===== src/rtl/uart_tx_arbiter_if.sv =====
// rtl/uart_tx_arbiter_if.sv - requester and UART handshake bundle for uart_tx_arbiter
interface uart_tx_arbiter_if #(
    parameter int NUM_REQ = 4
) ();
    logic [NUM_REQ-1:0]   req_valid;
    logic [8*NUM_REQ-1:0] req_data;
    logic [NUM_REQ-1:0]   req_last;
    logic [NUM_REQ-1:0]   req_ready;
    logic                 uart_transmit;
    logic [7:0]           uart_tx_byte;
    logic                 uart_is_transmitting;

    modport master (
        output req_valid, req_data, req_last, uart_is_transmitting,
        input  req_ready, uart_transmit, uart_tx_byte
    );

    modport slave (
        input  req_valid, req_data, req_last, uart_is_transmitting,
        output req_ready, uart_transmit, uart_tx_byte
    );
endinterface


===== src/rtl/uart_tx_arbiter.sv =====
// rtl/uart_tx_arbiter.sv - round-robin/locking arbiter sharing one UART transmitter
module uart_tx_arbiter #(
    parameter int  NUM_REQ       = 4,
    parameter int  START_TIMEOUT = 15,
    localparam int IDW           = (NUM_REQ > 2) ? $clog2(NUM_REQ) : 1
) (
    input  logic           clk,
    input  logic           resetn,
    uart_tx_arbiter_if.slave bus,
    output logic [IDW-1:0] grant_id,
    output logic           busy,
    output logic           tx_drop
);

    typedef enum logic [1:0] {
        S_IDLE,
        S_LAUNCH,
        S_WAIT_START,
        S_WAIT_DONE
    } state_t;

    state_t         state_q, state_d;
    logic [7:0]     tx_reg_q, tx_reg_d;
    logic [7:0]     cnt_q, cnt_d;
    logic [IDW-1:0] grant_id_q, grant_id_d;
    logic [IDW-1:0] rr_ptr_q, rr_ptr_d;
    logic [IDW-1:0] lock_id_q, lock_id_d;
    logic           locked_q, locked_d;

    logic [NUM_REQ-1:0] eligible;
    logic [NUM_REQ-1:0] ready;
    logic [IDW-1:0]     winner;
    logic               found;
    logic [IDW:0]       cand;
    logic               transmit;

    // Round-robin search starting one past the last winner; while locked
    // only the lock holder is a candidate.
    always_comb begin
        eligible = bus.req_valid;
        if (locked_q) begin
            eligible = bus.req_valid & (NUM_REQ'(1) << lock_id_q);
        end
        found  = 1'b0;
        winner = '0;
        cand   = '0;
        for (int k = 1; k <= NUM_REQ; k++) begin
            cand = {1'b0, rr_ptr_q} + (IDW+1)'(k);
            if (cand >= (IDW+1)'(NUM_REQ)) begin
                cand = cand - (IDW+1)'(NUM_REQ);
            end
            if (!found && eligible[cand[IDW-1:0]]) begin
                found  = 1'b1;
                winner = cand[IDW-1:0];
            end
        end
    end

    always_comb begin
        state_d    = state_q;
        tx_reg_d   = tx_reg_q;
        cnt_d      = cnt_q;
        grant_id_d = grant_id_q;
        rr_ptr_d   = rr_ptr_q;
        lock_id_d  = lock_id_q;
        locked_d   = locked_q;
        ready      = '0;
        transmit   = 1'b0;
        tx_drop    = 1'b0;

        case (state_q)
            S_IDLE: begin
                // resetn gates the Mealy grant so req_ready stays low while reset is held
                if (resetn && found && !bus.uart_is_transmitting) begin
                    ready[winner] = 1'b1;
                    tx_reg_d      = bus.req_data[8*winner +: 8];
                    grant_id_d    = winner;
                    rr_ptr_d      = winner;
                    locked_d      = !bus.req_last[winner];
                    lock_id_d     = winner;
                    state_d       = S_LAUNCH;
                end
            end
            S_LAUNCH: begin
                transmit = 1'b1;
                cnt_d    = '0;
                state_d  = S_WAIT_START;
            end
            S_WAIT_START: begin
                if (bus.uart_is_transmitting) begin
                    state_d = S_WAIT_DONE;
                end else if (cnt_q >= 8'(START_TIMEOUT)) begin
                    // Byte is abandoned; the lock set at accept stays as it was.
                    tx_drop = 1'b1;
                    state_d = S_IDLE;
                end else if (cnt_q != 8'hFF) begin
                    cnt_d = cnt_q + 8'd1;
                end
            end
            S_WAIT_DONE: begin
                if (!bus.uart_is_transmitting) begin
                    state_d = S_IDLE;
                end
            end
            default: state_d = S_IDLE;
        endcase
    end

    always_ff @(posedge clk or negedge resetn) begin
        if (!resetn) begin
            state_q    <= S_IDLE;
            tx_reg_q   <= '0;
            cnt_q      <= '0;
            grant_id_q <= '0;
            rr_ptr_q   <= IDW'(NUM_REQ - 1);
            lock_id_q  <= '0;
            locked_q   <= 1'b0;
        end else begin
            state_q    <= state_d;
            tx_reg_q   <= tx_reg_d;
            cnt_q      <= cnt_d;
            grant_id_q <= grant_id_d;
            rr_ptr_q   <= rr_ptr_d;
            lock_id_q  <= lock_id_d;
            locked_q   <= locked_d;
        end
    end

    assign bus.req_ready     = ready;
    assign bus.uart_transmit = transmit;
    assign bus.uart_tx_byte  = tx_reg_q;
    assign grant_id          = grant_id_q;
    assign busy              = (state_q != S_IDLE);

endmodule


===== src/flat_wrapper.sv =====
// flat-port wrapper written by rule: the top's interface ports become plain ports
module uart_tx_arbiter_flat 
#(
    parameter int  NUM_REQ       = 4,
    parameter int  START_TIMEOUT = 15,
    localparam int IDW           = (NUM_REQ > 2) ? $clog2(NUM_REQ) : 1
)
  (clk, resetn, grant_id, busy, tx_drop, bus_req_valid, bus_req_data, bus_req_last, bus_uart_is_transmitting, bus_req_ready, bus_uart_transmit, bus_uart_tx_byte);
  uart_tx_arbiter_if #(.NUM_REQ(NUM_REQ)) bus_i ();
  input  logic clk;
  input  logic resetn;
  output logic [IDW-1:0] grant_id;
  output logic busy;
  output logic tx_drop;
  input wire logic [$bits(bus_i.req_valid)-1:0] bus_req_valid;
  input wire logic [$bits(bus_i.req_data)-1:0] bus_req_data;
  input wire logic [$bits(bus_i.req_last)-1:0] bus_req_last;
  input wire logic [$bits(bus_i.uart_is_transmitting)-1:0] bus_uart_is_transmitting;
  output wire logic [$bits(bus_i.req_ready)-1:0] bus_req_ready;
  output wire logic [$bits(bus_i.uart_transmit)-1:0] bus_uart_transmit;
  output wire logic [$bits(bus_i.uart_tx_byte)-1:0] bus_uart_tx_byte;
  assign bus_i.req_valid = bus_req_valid;
  assign bus_i.req_data = bus_req_data;
  assign bus_i.req_last = bus_req_last;
  assign bus_i.uart_is_transmitting = bus_uart_is_transmitting;
  assign bus_req_ready = bus_i.req_ready;
  assign bus_uart_transmit = bus_i.uart_transmit;
  assign bus_uart_tx_byte = bus_i.uart_tx_byte;
  uart_tx_arbiter #(.NUM_REQ(NUM_REQ), .START_TIMEOUT(START_TIMEOUT)) u_core (.clk(clk), .resetn(resetn), .bus(bus_i), .grant_id(grant_id), .busy(busy), .tx_drop(tx_drop));
endmodule

===== config.mk =====
export PLATFORM = sky130hd
export DESIGN_NAME = uart_tx_arbiter_flat
export DESIGN_NICKNAME = d
export VERILOG_FILES = /design/src/rtl/uart_tx_arbiter_if.sv /design/src/rtl/uart_tx_arbiter.sv /design/src/flat_wrapper.sv
export SDC_FILE = /design/constraint.sdc
export NUM_CORES = 1
export LEC_CHECK = 0
export ABC_AREA = 0
export CAP_MARGIN = 10
export CORE_MARGIN = 3
export CORE_UTILIZATION = 44
export DETAILED_ROUTE_END_ITERATION = 8
export PLACE_DENSITY = 0.8
export RECOVER_POWER = 25
export SYNTH_ARGS = -nofsm -noshare
export SYNTH_HDL_FRONTEND = slang
export SYNTH_SLANG_ARGS = --single-unit

===== constraint.sdc =====
create_clock -name clk -period 2.6 [get_ports clk]
set_input_delay 0.26 -clock clk [delete_from_list [all_inputs] [get_ports clk]]
set_output_delay 0.26 -clock clk [all_outputs]
set_load 0.1 [all_outputs]

==> impl_metrics.json <==
{
  "status": "completed",
  "postSynthCellCount": 172,
  "yosys-top-cells-area": "dfrtp_1 (34%), a211oi_1 (8.2%), mux2i_1 (7.7%)",
  "synth_nets": 216,
  "die_w_um": 65.4,
  "cp.buffers_inverters": 2,
  "antenna_found_initial": 0,
  "place_area_um2": 2200,
  "peakVddDrop_mv": 0.841,
  "syn_to_final_growth_pct": 45.6,
  "initialDrtViolationCount": 62,
  "place_hpwl_um": 3280,
  "maxCapViolations": 0,
  "grt_start_max_net_pins": 24,
  "first_pass_iters": 4,
  "ctsRootBufferMaster": "clkbuf_4",
  "avgViaCountPerCell": 5.60,
  "die_height_um": 65.4,
  "critical_path.top_delay_family": "simple AND/OR/NAND/NOR gates",
  "clock_latency_ps": 310,
  "finish.net_count": 276,
  "final_non_filler_cell_total": 275,
  "grt.overflow.total": 0,
  "tritoncts": "built",
  "grtUsageTotal_pct": 20.3,
  "fp.dieArea_um2": 4280,
  "cts-buffers-inserted": 3,
  "io_buffer_count": 59,
  "grt_setup_unrepaired": "no",
  "startpoint_type": "flip-flop",
  "clock_transition_at_the_registers_of_the_reported_paths_ps": 140,
  "critical_path.max_fanout": 11,
  "critical_path.cell_chain": "or3b_1, a22oi_2, a221oi_4, and2_1, buf_4, nor2_4, buf_12",
  "design_area_um2": 2260,
  "endpoint_kind": "primary output",
  "numPlacedInstances": 269,
  "synth_compound_gate_area_share_pct": 23.0,
  "cts_max_path_buffers": 2,
  "min_period_over_period_pct": 96.5,
  "power_density_nw_per_um2": 1240,
  "numClockSinks": 23,
  "postSynth.topFlopCell": "dfrtp_1",
  "timing.max_slew.rel_slack_pct": 17.2,
  "synthXorXnorAreaFrac_pct": 0,
  "final-setup-viol-count": 0,
  "critical_path.slowest_cell": "dfrtp_2",
  "timing.final.max_slew_violations": 0,
  "detail_route.wirelength_um": 4170,
  "number_of_synthesized_register_bits": 23,
  "final_report_hold_violation_count": 0,
  "insertedDiodeCount": 0,
  "fmax_mhz": 399,
  "biggest_cell_delay_along_the_critical_path_ps": 500,
  "drc_errors": 0,
  "leakage_power_nw": 0.975,
  "start_util_pct": 48.5,
  "setup_total_negative_slack_ps": 0,
  "yosys.cell_types.count": 50,
  "period_needed_ps": 2510,
  "post-route-util_pct": 70.6,
  "syn-mean-instance-area_um2": 9.03,
  "largest_family_of_logic_cells_by_synthesized_area": "simple AND/OR/NAND/NOR gates",
  "gp_routability_congestion": 0.793,
  "first_pass_grt_wire_length_um": 6930,
  "vias": 1539,
  "postRouteAntennaNets": 0,
  "crit_required_ps": 2340,
  "route.detailed.wl_per_inst_um": 15.2,
  "nFillCells": 262,
  "placeableCoreArea_um2": 3200,
  "yosys_warnings": 0,
  "post_synth_fa_ha_maj_area_fraction_pct": 0.806,
  "first_global_vias": 1566,
  "hold_path_class": "reg2reg",
  "synth_enable_flop_cells": 0,
  "synthArstFlopShare_pct": 100,
  "arrival_ps": 2250,
  "worst_slew_pin_slew_ps": 1240,
  "hold_slack_ps": 518,
  "syn-cell-area_um2": 1550,
  "yosysTopAreaCellShare_pct": 33.8,
  "setup_skew_after_layout_ps": 8.19,
  "floorplan.rows": 20,
  "fraction_of_the_mapped_netlist_area_in_simple_logic_gates_pct": 23.8,
  "synth_top_cell_by_area": "dfrtp_1",
  "sequential_cell_area_fraction_in_the_yosys_report_pct": 37.2,
  "ios": 60,
  "htree_num_levels": 1,
  "final_layout_size_suffix_gt1_share_pct": 22.5,
  "criticalPathCategory": "reg2out",
  "synth.mux.area_fraction_pct": 8.46
}
cells by family after synthesis:
logic type	Yosys count
flip-flops	23
adder cells (fa/ha/maj)	1
AND/OR/NAND/NOR	67
buffers and inverters	18
AO/OA/AOI/OAI	50
multiplexers	13
synth_stat cells (2+ instances only):
cell and number:
and2_1 2, clkbuf_1 4, nor2b_1 6, o21ai_1 2, a211oi_1 17, dfstp_2 2, o21a_1 2, buf_2 6
nor2_1 22, a21oi_1 7, dfrtp_1 21, mux2i_1 12, nand2b_1 2, nand3_1 4, a31oi_1 3, inv_1 3
o21ai_0 5, clkbuf_2 2, a211o_1 2, nor3_1 2, and3_1 12, a21boi_1 2, nand2_1 5
report_power, final:
part / internal (W) / leakage [nW] / switching, W
Sequential: 0.000513 / 0.276 / 0.000167
Combinational: 0.000643 / 0.685 / 0.00130
Clock: 0.0000586 / 0.0139 / 0.000114
Total: 0.00121 / 0.975 / 0.00159
final cells by class:
| class | count | area (µm²) | area share, % |
|---|---|---|---|
| Clock buffer | 3 | 22.5 | 0.996 |
| Clock inverter | 1 | 7.51 | 0.332 |
| Inverter | 3 | 11.3 | 0.498 |
| Multi-Input combinational cell | 131 | 906 | 40.1 |
| Sequential cell | 23 | 582 | 25.7 |
| Tap cell | 44 | 55.1 | 2.43 |
| Timing Repair Buffer | 70 | 677 | 29.9 |
placed cells by master (no fill, tap or decap), types with 2 or more instances in the layout:
cell / count
clkdlybuf4s50_1: 41
buf_4: 23
nor2_1: 20
dfrtp_1: 18
a211oi_1: 17
mux2i_1: 12
and3_1: 10
a21oi_1: 7
nor2b_1: 5
nand2_1: 5
o21ai_0: 5
nand3_1: 4
buf_12: 4
inv_1: 3
a31oi_1: 3
and3_2: 3
clkbuf_4: 3
dfrtp_2: 3
nand2b_1: 2
a21boi_1: 2
a211o_1: 2
o21ai_1: 2
and2_1: 2
nor2_4: 2
nor3_1: 2
o21a_1: 2
dfstp_2: 2
path summary, 6_finish.rpt:
check                                     start                          to  slack, ps  cells after the start
worst min register to register  u_core.cnt_q[7]             u_core.cnt_q[7]        520                      2
worst min-delay path            u_core.cnt_q[7]             u_core.cnt_q[7]        520                      2
worst max-delay path            u_core.locked_q            bus_req_ready[1]         90                      7
min in group asynchronous                resetn           u_core.state_q[0]        780                      2
max in group asynchronous                resetn          u_core.grant_id[1]       1000                      2
worst max register to register  u_core.locked_q  u_core.bus.uart_tx_byte[6]        480                      7
state kept, by name, summed over array words and instances (netlist names):
signal                   cells
u_core.cnt_q                 8
u_core.rr_ptr_q              2
u_core.grant_id              2
u_core.locked_q              1
u_core.bus.uart_tx_byte      8
u_core.state_q               2
through the flow:
| stage | total power, W | worst slack (ps) |
|---|---|---|
| final | 0.00280 | 91.8 |
| after global routing | 0.00298 | 6.67 |
| after CTS | 0.00277 | 55.4 |
| after detailed placement | 0.00257 | 62.8 |
| after global placement | 0.00252 | 171 |
| after floorplan | 0.00219 | 101 |
worst reg2reg max path: cells and delay by family, from the launching register on:
kind | cells | cell delay, ps
AND/OR/NAND/NOR | 2 | 630
AO/OA/AOI/OAI | 3 | 580
flip-flops | 1 | 500
buffers and inverters | 1 | 170
multiplexers | 1 | 130
repair_timing:
action | CTS | global route
resized for setup | 3 | 0
hold buffers | 0 | 0
buffers inserted | 0 | 2
endpoints found under the setup margin | 3 | 3
cloned | 0 | 0
layer usage:
metal  wire length, µm  vias to the layer above  GRT usage (%)
li1                  -                      751              -
met1              1900                      737           27.7
met2              2070                       47           33.0
met3               188                        4           2.91
met4                20                        0           6.74
met5                 0                        -              0
Power figures use the tool's default switching activity.
